### config.mk
export PLATFORM = sky130hd
export DESIGN_NAME = stc_b_dn_sched
export DESIGN_NICKNAME = d
export VERILOG_FILES = /design/src/rtl/stc_b_dn_sched.sv
export SDC_FILE = /design/constraint.sdc
export NUM_CORES = 1
export LEC_CHECK = 0
export CORE_MARGIN = 3
export CORE_UTILIZATION = 40
export DETAILED_ROUTE_END_ITERATION = 12
export GPL_TIMING_DRIVEN = 1
export PLACE_DENSITY = 0.65
export SYNTH_ARGS = -nofsm -noshare
export SYNTH_HDL_FRONTEND = slang
export SYNTH_SLANG_ARGS = --single-unit
### constraint.sdc
create_clock -name clk -period 9.95 [get_ports clk]
set_clock_uncertainty 0.1 [all_clocks]
set_input_delay 1.4925 -clock clk [delete_from_list [all_inputs] [get_ports clk]]
set_output_delay 1.4925 -clock clk [all_outputs]
set_load 0.02 [all_outputs]
### src/rtl/stc_b_dn_sched.sv
// rtl/stc_b_dn_sched.sv - sparse-row to crossbar issue-beat scheduler
// Optional perf_beats/perf_stall counters under STC_B_DN_SCHED_PERF_EN.
module stc_b_dn_sched #(
    parameter int K      = 16,
    parameter int N_PE   = 4,
    parameter int DW_COL = 4,
    parameter int DW_CNT = 5
) (
    input  logic                     clk,
    input  logic                     reset,
    input  logic                     row_valid,
    output logic                     row_ready,
    input  logic [K*DW_COL-1:0]      row_cols,
    input  logic [DW_CNT-1:0]        row_nnz,
    input  logic                     row_last,
    output logic                     iss_valid,
    input  logic                     iss_ready,
    output logic [N_PE*DW_COL-1:0]   iss_cols,
    output logic [N_PE-1:0]          iss_mask,
    output logic                     iss_row_end,
    output logic                     iss_tile_end,
`ifdef STC_B_DN_SCHED_PERF_EN
    output logic [31:0]              perf_beats,
    output logic [31:0]              perf_stall,
`endif
    output logic                     busy
);

    localparam int PW = DW_CNT + 1;

    typedef enum logic {IDLE, ISSUE} state_t;

    state_t                   state, state_nx;
    logic [K*DW_COL-1:0]      cols_q;
    logic [DW_CNT-1:0]        nnz_q;
    logic [DW_CNT-1:0]        ptr_q;
    logic                     last_q;

    logic                     beat_acc, row_acc, load, clear;
    logic [K*DW_COL-1:0]      src_cols;
    logic [DW_CNT-1:0]        src_nnz;
    logic [DW_CNT-1:0]        src_ptr;
    logic                     src_last;
    logic [PW-1:0]            pos;
    logic [N_PE*DW_COL-1:0]   nx_cols;
    logic [N_PE-1:0]          nx_mask;
    logic                     nx_row_end;

    assign beat_acc  = iss_valid & iss_ready;
    assign row_ready = (state == IDLE) | (beat_acc & iss_row_end);
    assign row_acc   = row_valid & row_ready;
    assign busy      = (state == ISSUE);

    // A new row is loaded straight into the output registers, so the first
    // beat appears the cycle after acceptance with no path from row_* to iss_*.
    assign load  = row_acc | (beat_acc & ~iss_row_end);
    assign clear = beat_acc & iss_row_end & ~row_valid;

    always_comb begin
        src_cols   = cols_q;
        src_nnz    = nnz_q;
        src_ptr    = ptr_q + DW_CNT'(N_PE);
        src_last   = last_q;
        pos        = '0;
        nx_cols    = '0;
        nx_mask    = '0;
        if (row_acc) begin
            src_cols = row_cols;
            src_nnz  = (row_nnz > DW_CNT'(K)) ? DW_CNT'(K) : row_nnz;
            src_ptr  = '0;
            src_last = row_last;
        end
        for (int i = 0; i < N_PE; i++) begin
            pos = PW'(src_ptr) + PW'(i);
            if (pos < PW'(src_nnz)) begin
                nx_mask[i] = 1'b1;
                nx_cols[i*DW_COL +: DW_COL] = src_cols[pos[DW_COL-1:0]*DW_COL +: DW_COL];
            end
        end
        nx_row_end = (PW'(src_ptr) + PW'(N_PE)) >= PW'(src_nnz);
    end

    always_comb begin
        state_nx = state;
        case (state)
            IDLE:    if (row_acc) state_nx = ISSUE;
            ISSUE:   if (clear)   state_nx = IDLE;
            default: state_nx = IDLE;
        endcase
    end

    always_ff @(posedge clk or negedge reset) begin
        if (!reset) begin
            state <= IDLE;
        end else begin
            state <= state_nx;
        end
    end

    always_ff @(posedge clk or negedge reset) begin
        if (!reset) begin
            cols_q       <= '0;
            nnz_q        <= '0;
            ptr_q        <= '0;
            last_q       <= 1'b0;
            iss_valid    <= 1'b0;
            iss_cols     <= '0;
            iss_mask     <= '0;
            iss_row_end  <= 1'b0;
            iss_tile_end <= 1'b0;
        end else if (load) begin
            cols_q       <= src_cols;
            nnz_q        <= src_nnz;
            ptr_q        <= src_ptr;
            last_q       <= src_last;
            iss_valid    <= 1'b1;
            iss_cols     <= nx_cols;
            iss_mask     <= nx_mask;
            iss_row_end  <= nx_row_end;
            iss_tile_end <= nx_row_end & src_last;
        end else if (clear) begin
            ptr_q        <= '0;
            iss_valid    <= 1'b0;
            iss_cols     <= '0;
            iss_mask     <= '0;
            iss_row_end  <= 1'b0;
            iss_tile_end <= 1'b0;
        end
    end

`ifdef STC_B_DN_SCHED_PERF_EN
    always_ff @(posedge clk or negedge reset) begin
        if (!reset) begin
            perf_beats <= '0;
            perf_stall <= '0;
        end else begin
            if (beat_acc)               perf_beats <= perf_beats + 32'd1;
            if (iss_valid & ~iss_ready) perf_stall <= perf_stall + 32'd1;
        end
    end
`endif

endmodule

==> results of run 1 <==
worst register-to-register path, stage by stage, from the launching register on:
cell      delay [ns]
dfrtp_1         0.43
and2b_1         0.41
nor2_4          0.30
nand2_1         0.18
ha_1            0.98
inv_1           0.36
ha_1            0.37
a21oi_1         0.11
o21ai_0         0.11
a211oi_1        0.23
o21ai_0         0.24
o41ai_1         0.42
flip-flops by register name (all words and copies together) (netlist names):
signal and count:
iss_row_end 1, cols_q 64, last_q 1, busy 1, ptr_q 5, iss_mask 4, iss_valid 1, iss_tile_end 1
nnz_q 5, iss_cols 16
final cells by class:
| cell class | count | area share, % |
|---|---|---|
| Clock buffer | 13 | 3.07 |
| Clock inverter | 2 | 0.707 |
| Inverter | 21 | 0.958 |
| Multi-Input combinational cell | 600 | 50.1 |
| Sequential cell | 99 | 29.2 |
| Tap cell | 220 | 3.24 |
| Timing Repair Buffer | 111 | 12.7 |
per-layer routing:
layer	vias to the layer above	routed length (um)	GRT usage (%)
li1	2863	-	-
met1	2962	9840	32.4
met3	23	1230	3.69
met5	-	0	0
met4	0	480	7.52
met2	242	9530	33.3
cells by family (layout without fill, tap and decap cells):
| kind of cell | count (synthesis) | count (layout) |
|---|---|---|
| compound gates | 132 | 132 |
| fa+ha+maj | 26 | 26 |
| buf+inv | 70 | 147 |
| simple gates | 332 | 332 |
| mux | 100 | 100 |
| flops | 99 | 99 |
| xor+xnor | 10 | 10 |
cells in the mapped netlist (4+ instances only):
library cell	n	area share [%]
mux2i_1	41	5.8
nor3_1	7	0.50
a32o_1	4	0.57
and2_1	7	0.62
nand3b_1	4	0.43
nand4_1	4	0.35
o211ai_1	12	1.3
a211oi_1	4	0.43
a21oi_1	32	2.3
o21ai_0	31	2.2
buf_4	6	0.64
nand3_1	9	0.64
nor2_1	23	1.2
and3_1	5	0.44
clkbuf_1	17	0.90
nand2_1	244	13
mux4_2	37	12
a22o_1	4	0.50
ha_1	26	4.6
inv_1	19	1.0
xor2_1	4	0.50
mux2_2	22	3.5
o21a_1	5	0.53
nand2b_1	12	1.1
a21o_1	6	0.64
xnor2_1	4	0.50
dfrtp_1	99	35
buf_2	20	1.4
how the worst min path moves through the flow:
stage,cells past startpoint,slack [ns],end
final,2,0.37,nnz_q[0]
after global routing,2,0.39,nnz_q[2]
after CTS,2,0.37,nnz_q[0]
after detailed placement,2,0.35,nnz_q[0]
after global placement,2,0.35,nnz_q[2]
after floorplan,2,0.33,nnz_q[0]
stage by stage:
step                utilization (%)  setup slack, ns  hold slack [ns]  cell area [sq um]  power, mW
finish                         50.1             4.39            0.368               8490       2.59
global route                   50.1             4.05            0.390               8490       2.79
CTS                            50.1             4.43            0.369               8490       2.59
detailed placement             48.2             4.05            0.354               8170       2.19
global placement               48.2             4.18            0.348               8170       2.18
floorplan                         -             4.85            0.333               7050       1.72
power breakdown:
group          switching (mW)  internal (mW)
sequential              0.165          0.582
clock                   0.154          0.233
combinational           0.804          0.651
total                    1.12           1.47
==> results.toml, run 1 <==
[outcome]
outcome = "completed"

[finish]
final_cell_mix = "nand2_1 (243), dfrtp_1 (97), clkdlybuf4s50_1 (97)"
drive_above_1_share_pct = 12.4
seqCellArea_sq_mm = 0.00248
final_common_cell = "nand2_1"
antenna_cells = 0
finalNonFillerCells = 1066
area_delta_synth_final_pct = 20.3
multi_input_area_sq_mm = 0.00425
num-fill-cells = 1633
num-nets-final = 942

[min_path]
holdCritStartpoint = "nnz_q[0]"
hold_class = "reg2reg"

[drt]
drt_pass1_iterations = 5
finalWirelength_um = 21100
viasPerCell = 5.71
drt_iter0_drc = 509
vias = 6090
post_drt_wl_per_cell_um = 19.8
postRouteAntennaNets = 0
drc_errors = 0

[grt]
grt_pass1_wl_um = 34200
grt_max_degree = 67
antenna_found_initial = 0
gr-total-overflow = 0
grt.total_usage_pct = 22.1
grt_pass1_vias = 5997

[clocking]
tritoncts = "built"
cts_made_buffers = 9
cts.clk_slew.worst_paths_ns = 0.07
postCtsSetupRepairBufs = 0
worstSkewPairLatency_ns = 0.36
htreeDepth = 3
ctsResizeCount = 0
hold_buffers = 0
numClockSinks = 99
root_buffer = "clkbuf_16"
clk_path_buf_depth = 2

[sta]
relSlewSlack_pct = 37.4
fin_crit_ns = 5.56
max_freq_ghz = 0.180
rsz0062_at_grt = "no"
fin_crit_sh_pct = 55.9
final.setup.tns_ns = 0
hold_viol_final = 0
final-setup-viol-count = 0
worst_pin_slew_ns = 0.940
drv_slew = 0

[worst_setup_path]
r2r-end = "iss_cols[12]"
cp-endpoint = "iss_cols[12]"
crit_slowest_cell = "ha_1"
cpPeakStageDelay_ns = 0.98
critPathLaunch = "row_valid"
crit_fanout = 21
regToRegStartpoint = "busy"
path_delay_family = "adder cells"
crit_required_ns = 10.10
worst-path-buf-inv = 2
r2r_slack_ns = 5.61
rr_worst_depth = 11
worstSetupEndpointType = "register"
critPathKind = "in2reg"
cp.depth = 12
crit_chain = "clkdlybuf4s50_1 -> and2b_1 -> nor2_4 -> nand2_1 -> ha_1 -> inv_1 -> ha_1 -> a21oi_1 -> o21ai_0 -> a211oi_1 -> o21ai_0 -> o41ai_1"
cp_data_arrival_time_ns = 5.70
crit_path_start_kind = "input port"

[floorplanning]
core_area_sq_mm = 0.0169
die_y_um = 139
die_w_um = 139
placementRows = 47
dieArea_sq_mm = 0.0193
start_util_pct = 41.7
io_pins = 99

[logic_synthesis]
synth-seq-cells = 99
yosys.cell_types.count = 69
syn_area_sq_mm = 0.00705
syn_inst = 769
synth_top_family_by_area = "multiplexers"
synthesis.nets = 869
yosys.area_share.simple_pct = 20.2
synth_ff_type = "dfrtp_1"
synthXorXnorAreaFrac_pct = 1.61
ys_async_sr_fraction_pct = 100
yosys_warnings = 0
synth_mux_area_share_pct = 21.1
synth-seq-area-share_pct = 35.1
synth_compound_area_share_pct = 12.6
synth-adder-area-share_pct = 4.61
synth_edf_count = 0
avgSynthCellArea_sq_um = 9.17

[pwr]
p_per_area_mw_per_mm2 = 305
irDropWorstVdd_uv = 136
p_leak_nw = 3.74

[run]
drv_cap = 0

[place]
placed_cells = 1051
gp_congestion = 0.929
port_buffers = 98
post-dp-hpwl_um = 15300
Note: power is estimated with default switching activity, not from simulation.
==> run 2, diff against run 1 <==
- clock period: 9.95 -> 5.2 ns (I/O delays scaled with it)
==> results.toml, run 2 (same netlist as run 1, synthesis figures left out) <==
[outcome]
outcome = "completed"

[min_path]
holdCritStartpoint = "nnz_q[0]"
hold_class = "reg2reg"
hold_end = "nnz_q[0]"
holdPathStages = 2

[clocking]
numClockSinks = 99
clk_path_buf_depth = 2
root_buffer = "clkbuf_16"
hold_buffers = 0
tritoncts = "built"
ctsResizeCount = 0
htreeDepth = 3
postCtsSetupRepairBufs = 0
worstSkewPairLatency_ns = 0.36
cts_made_buffers = 9
cts.clk_slew.worst_paths_ns = 0.07

[drt]
drc_errors = 0
drt_pass1_iterations = 5
vias = 6154
viasPerCell = 5.74
finalWirelength_um = 21000
drt_iter0_drc = 597
postRouteAntennaNets = 0
post_drt_wl_per_cell_um = 19.6

[floorplanning]
placementRows = 47
core_area_sq_mm = 0.0169
die_y_um = 139
die_w_um = 139
dieArea_sq_mm = 0.0193
start_util_pct = 41.7
io_pins = 99

[worst_setup_path]
r2r-end = "iss_cols[12]"
crit_required_ns = 5.35
cp_data_arrival_time_ns = 4.73
crit_fanout = 67
critPathKind = "in2reg"
crit_path_start_kind = "input port"
worstSetupEndpointType = "register"
regToRegStartpoint = "busy"
r2r_slack_ns = 1.16
rr_worst_depth = 12

[pwr]
irDropWorstVdd_uv = 243
p_per_area_mw_per_mm2 = 578
finalPower_mw = 4.91
p_leak_nw = 3.75

[grt]
grt_util_met3_pct = 3.86
grt.total_usage_pct = 21.8
grt_pass1_vias = 6006
grt_busiest_layer = "met2"
gr-total-overflow = 0
grt_max_degree = 68
grt_use_met1_pct = 30.7
antenna_found_initial = 0
grt_pass1_wl_um = 33200
grtUsageMet2_pct = 35.0

[sta]
drv_slew = 0
fin_crit_sh_pct = 88.0
max_freq_ghz = 0.219
fin_crit_ns = 4.57
relSlewSlack_pct = 31.9
final-setup-viol-count = 0
final.setup.tns_ns = 0
whs_ns = 0.373
hold_viol_final = 0
rsz0062_at_grt = "no"
worst_pin_slew_ns = 1.02

[place]
placed_cells = 1057
port_buffers = 98
post-dp-hpwl_um = 15500
gp_congestion = 0.915

[finish]
top_regs = "cols_q: 64 flops, iss_cols: 16 flops"
area_delta_synth_final_pct = 20.6
regMostFlops = "cols_q"
num-nets-final = 948
finalNonFillerCells = 1073
largest_register_ffs = 64
final_cell_mix = "nand2_1 (243), dfrtp_1 (97), clkdlybuf4s50_1 (97)"
antenna_cells = 0
final_common_cell = "nand2_1"
drive_above_1_share_pct = 13.2

[run]
drv_cap = 0
-- run 2: worst max path at each step --
stage | start | endpoint | cells after the start
4_1_cts | row_valid | iss_cols[12] | 13
5_1_grt | row_valid | iss_cols[15] | 15
6_report | row_valid | iss_cols[12] | 13
2_1_floorplan | iss_ready | iss_cols[12] | 18
3_5_place_dp | row_valid | iss_cols[15] | 13
3_3_place_gp | row_valid | iss_cols[12] | 13
-- run 2: metal layers --
| layer | up-vias | share of wire, % |
|---|---|---|
| met3 | 28 | 6.5 |
| li1 | 2884 | - |
| met5 | - | 0 |
| met1 | 3020 | 45 |
| met4 | 0 | 1.8 |
| met2 | 222 | 47 |
-- run 2: critical path, cell delays in order --
cell and delay, ns:
clkdlybuf4s50_1 0.51, and2b_1 0.41, nor2_4 0.16, buf_4 0.17, buf_4 0.57, nand3_2 0.33, inv_1 0.26, ha_1 0.28
a21oi_1 0.12, o21ai_0 0.10, a211oi_1 0.23, o21ai_0 0.34, o41ai_1 0.43
-- run 2: layout make-up --
cell class	instances	area (sq um)
Inverter	21	81.3
Sequential cell	99	2480
Multi-Input combinational cell	600	4250
Tap cell	220	275
Fill cell	1660	8430
Clock inverter	3	21.3
Timing Repair Buffer	117	1120
Clock buffer	13	270
-- run 2: report_power, final --
group	switching (mW)	internal (mW)	total, mW
registers	0.311	1.11	1.42
logic	1.56	1.26	2.82
clock network	0.305	0.364	0.669
total	2.17	2.74	4.91
-- run 2: through the flow --
stage	cell area (sq um)	worst slack, ns	util [%]
after floorplan	7050	0.810	-
after global placement	8210	0.436	48.5
after detailed placement	8210	0.327	48.5
after CTS	8510	0.693	50.2
final	8510	0.626	50.2
after global routing	8510	0.265	50.2
==> patch 1, RTL diff (settings of run 2) <==
Set the parameter `N_PE` to 2 (it was 4).
--- a/src/rtl/stc_b_dn_sched.sv
+++ b/src/rtl/stc_b_dn_sched.sv
@@ -2,7 +2,7 @@
 // Optional perf_beats/perf_stall counters under STC_B_DN_SCHED_PERF_EN.
 module stc_b_dn_sched #(
     parameter int K      = 16,
-    parameter int N_PE   = 4,
+    parameter int N_PE   = 2,
     parameter int DW_COL = 4,
     parameter int DW_CNT = 5
 ) (
Interface: changed (resized iss_cols and iss_mask); port bits go from 99 to 89. The function was not compared with the original's and may differ.
==> patch 1 against run 2 <==
  * Clock power fell by 12%
  * Area after synthesis fell by 25%
  * Synthesized cell count fell by 30%
  * Routed wire length fell by 35%
  * Hold slack got worse by 0.058 ns
  * Die area fell by 24%
  * Global-route usage fell by 2.2 points
  * Setup slack improved by 0.72 ns
  * Sequential cell count fell by 10
  * Power fell by 25%
  * Cell area fell by 23%
  * Combinational power fell by 34%
  * Via count fell by 32%
  * Critical path type unchanged
  * Largest cell class unchanged
==> patch 1: results (changes against run 2) <==
Top cells by count, synth = 231 x nand2_1, 89 x dfrtp_1, 31 x mux2_2, 31 x mux4_2, 16 x ha_1
Leak = 0.00306 uW (-18%)
Multi-input logic area = 2830 um2 (-33%)
Met1 wire length = 6.03 mm (-36%)
Seq Cell Count = 89 (-10%)
Sequential element share of the synthesized area = 42.4% (+7.3 points)
First-pass GRT wire length = 22.1 mm (-33%)
Post-DP HPWL = 9.70 mm (-37%)
Yosys cell types = 41 (-41%)
Register Area = 2230 um2 (-10%)
Sequential cell area share = 34.2% (+5.0 points)
Status = completed
Port buffer count = 88 (-10%)
Filler cell count = 1264 (-24%)
Total setup buffers inserted after CTS = 0 (unchanged)
Worst skew pair latency = 0.34 ns (-0.02 ns)
Met3 Use GR = 4.49% (+0.63 points)
Max VDD drop = 0.000218 V (-10%)
Largest net degree at the start of global routing = 80 (+18%)
Hold Path Class = input port to async pin
NetSw = 1440 uW (-33%)
Fraction of area in clock buffers and inverters = 3.92% (+0.49 points)
Buffer share of cell area = 14.4% (+1.2 points)
GRT met2 Usage = 29.8% (-5.2 points)
Non-clock buffers = 96 (-18%)
Total routed wirelength = 13.7 mm (-35%)
Share of cells above drive strength 1 = 14.1% (+0.83 points)
Post-synth net total = 630 (-28%)
Vias in the first global route = 4133 (-31%)
Actual slew at the worst max-slew pin = 1.26 ns (+0.241 ns)
DR iter-0 viols = 253 (-58%)
Regs by FF count = cols_q: 64 flops, iss_cols: 8 flops
Inverters = 11 (-48%)
Synth area leaders = dfrtp_1 42%, nand2_1 16%, mux4_2 13%
Synthesis-to-layout area growth = 23.9%
Routability cong. = 0.874 (-4.5%)
Vias/cell = 5.27 (-8.1%)
Critical Path AT = 4.00 ns (-0.73 ns)
Worst-path fanout max = 79 (+18%)
Met2 WL post-DR = 6.48 mm (-34%)
Multi-In Gates = 408 (-32%)
Fin nets = 705 (-26%)
Dpl cell area = 6250 um2 (-24%)
-- patch 1: stage by stage --
step | instances | total power (uW) | utilization [%] | worst slack, ns
floorplan | 540 | 2510 | - | 1.21
finish | 790 | 3690 | 51.2 | 1.35
CTS | 790 | 3720 | 51.2 | 1.35
detailed placement | 776 | 3110 | 49.2 | 0.989
global placement | 776 | 3060 | 49.2 | 1.14
global route | 790 | 3960 | 51.2 | 0.981
-- patch 1: path summary, 6_finish.rpt --
kind / startpoint / cells after the start / end / slack (ns)
setup / recovery: row_valid / 14 / iss_cols[0] / 1.35
hold / removal: reset / 1 / cols_q[11] / 0.31
setup reg to reg: iss_valid / 13 / iss_cols[0] / 1.88
hold reg to reg: nnz_q[0] / 2 / nnz_q[0] / 0.37
max in group asynchronous: reset / 2 / ptr_q[0] / 3.63
min in group clk: nnz_q[0] / 2 / nnz_q[0] / 0.37
-- patch 1: power by group through the flow --
stage / Combinational, uW / Sequential (uW) / Clock (uW)
finish: 1860 / 1240 / 588
global route: 2050 / 1280 / 623
CTS: 1880 / 1240 / 601
detailed placement: 1860 / 1250 / 0
global placement: 1830 / 1230 / 0
floorplan: 1300 / 1200 / 0
-- patch 1: critical path: stages --
cell and delay, ns:
clkdlybuf4s50_1 0.57, nand4_1 0.20, nand2_2 0.11, buf_4 0.65, nand3b_1 0.15, nand2_1 0.12, inv_1 0.08, ha_1 0.30
nor2b_1 0.13, o21a_1 0.17, o21a_1 0.16, o21ai_0 0.14, nand2_1 0.15, o31ai_1 0.27
-- patch 1: kinds of logic (layout without fill, tap and decap cells) --
group,count (synthesis),after routing,synth area share [%]
fa+ha+maj,16,16,3.81
mux,77,77,23.0
xor+xnor,7,7,1.31
compound gates,38,38,4.97
buf+inv,43,121,3.81
simple gates,270,270,20.8
flops,89,89,42.4
==> patch 2, RTL diff (settings of run 2) <==
Without the edit above. Build with the macro `STC_B_DN_SCHED_PERF_EN` defined.
--- a/src/rtl/stc_b_dn_sched.sv
+++ b/src/rtl/stc_b_dn_sched.sv
@@ -1,5 +1,7 @@
 // rtl/stc_b_dn_sched.sv - sparse-row to crossbar issue-beat scheduler
 // Optional perf_beats/perf_stall counters under STC_B_DN_SCHED_PERF_EN.
+`define STC_B_DN_SCHED_PERF_EN
+
 module stc_b_dn_sched #(
     parameter int K      = 16,
     parameter int N_PE   = 4,
Formal check against the unedited RTL (old outputs only; new: perf_beats and perf_stall): equivalent (equiv_simple and equiv_induct, registers matched by name and starting in step).
==> patch 2 against run 2 <==
  * Area after synthesis up 40%
  * Critical path depth increased by 1
  * Combinational power is essentially flat
  * Hold slack got worse by 0.12 ns
  * Global-route usage decreased by 0.67 points
  * Setup slack improved by 0.37 ns
  * Via count is 33% higher
  * Routed wire length is 33% higher
  * Largest cell class unchanged
  * Cell area increased by 45%
  * Utilization increased by 1.6 points
  * Power is 25% higher
  * Sequential cell count is 64 higher
  * Synthesized cell count grew 33%
==> patch 2: results (changes against run 2) <==
Status = completed
GRT met2 Usage = 32.6% (-2.4 points)
Met2 WL post-DR = 12.7 mm (+30%)
Vias/cell = 5.47 (-4.7%)
Comb pwr share = 45.7% (-12 points)
Inverters = 23 (+9.5%)
Adder-Cell Fraction of Synth Area = 3.55% (-1.1 points)
Met3 Use GR = 4.31% (+0.45 points)
Avg WL per Cell = 18.6 um (-5.1%)
Worst skew pair latency = 0.43 ns (+0.07 ns)
CP top delay family = compound AO/OA/AOI/OAI gates
Worst slack, placed = 0.600 ns (+0.274 ns)
Int Pwr = 3570 uW (+30%)
Post-DP HPWL = 20.8 mm (+34%)
Vias in the first global route = 7994 (+33%)
CLK BUF = 17 (+4)
Actual slew at the worst max-slew pin = 1.19 ns (+0.167 ns)
GR Util met1 = 29.4% (-1.4 points)
FF-to-FF setup slack = 1.40 ns (+0.24 ns)
Sequential element share of the synthesized area = 41.4% (+6.2 points)
Fraction of area in clock buffers and inverters = 5.02% (+1.6 points)
Mux share of post-synthesis cell area = 15.7% (-5.5 points)
Synthesis-to-layout area growth = 25.2%
Multi-input combinational area share = 43.7% (-6.3 points)
Htree depth = 4 (+1)
DR iter-0 viols = 729 (+22%)
Yosys cell types = 66 (-4.3%)
Depth of the worst register-to-register path = 13 (+1)
Register Area = 4080 um2 (+64%)
Port buffer count = 162 (+65%)
Max VDD drop = 0.000280 V (+15%)
Non-clock buffers = 181 (+55%)
Clock share of power = 21.4% (+7.8 points)
First-pass GRT wire length = 44.1 mm (+33%)
Multi-In Gates = 781 (+30%)
Worst-path fanout max = 14 (-79%)
Regs by FF count = cols_q: 64 flops, perf_beats: 32 flops, perf_stall: 32 flops
[patch 2: changes by cell type after synthesis, sizes merged, moves of 12 or more]
cell	before	now
dfrtp	99	163
nand2	244	283
nand3	10	30
nand4	4	16
nor2	24	54
o211ai	14	2
xnor2	5	47
xor2	5	26
[patch 2: worst max path at each step]
stage / slack (ns) / end / from / cells after the start
detailed placement: 0.60 / iss_cols[12] / row_valid / 14
finish: 1.0 / iss_cols[12] / row_valid / 14
global route: 0.74 / iss_cols[6] / row_valid / 14
floorplan: 0.79 / iss_cols[12] / row_valid / 17
global placement: 0.77 / iss_cols[6] / row_valid / 14
CTS: 1.04 / iss_cols[12] / row_valid / 14
[patch 2: stage by stage]
stage          utilization (%)  power (uW)  hold slack [ns]  std cells
3_5_place_dp              49.2        4820            0.358       1467
2_1_floorplan                -        3820            0.333       1022
4_1_cts                   51.8        6160            0.277       1499
5_1_grt                   51.8        6580            0.301       1499
6_report                  51.8        6150            0.254       1499
3_3_place_gp              49.2        4780            0.346       1467
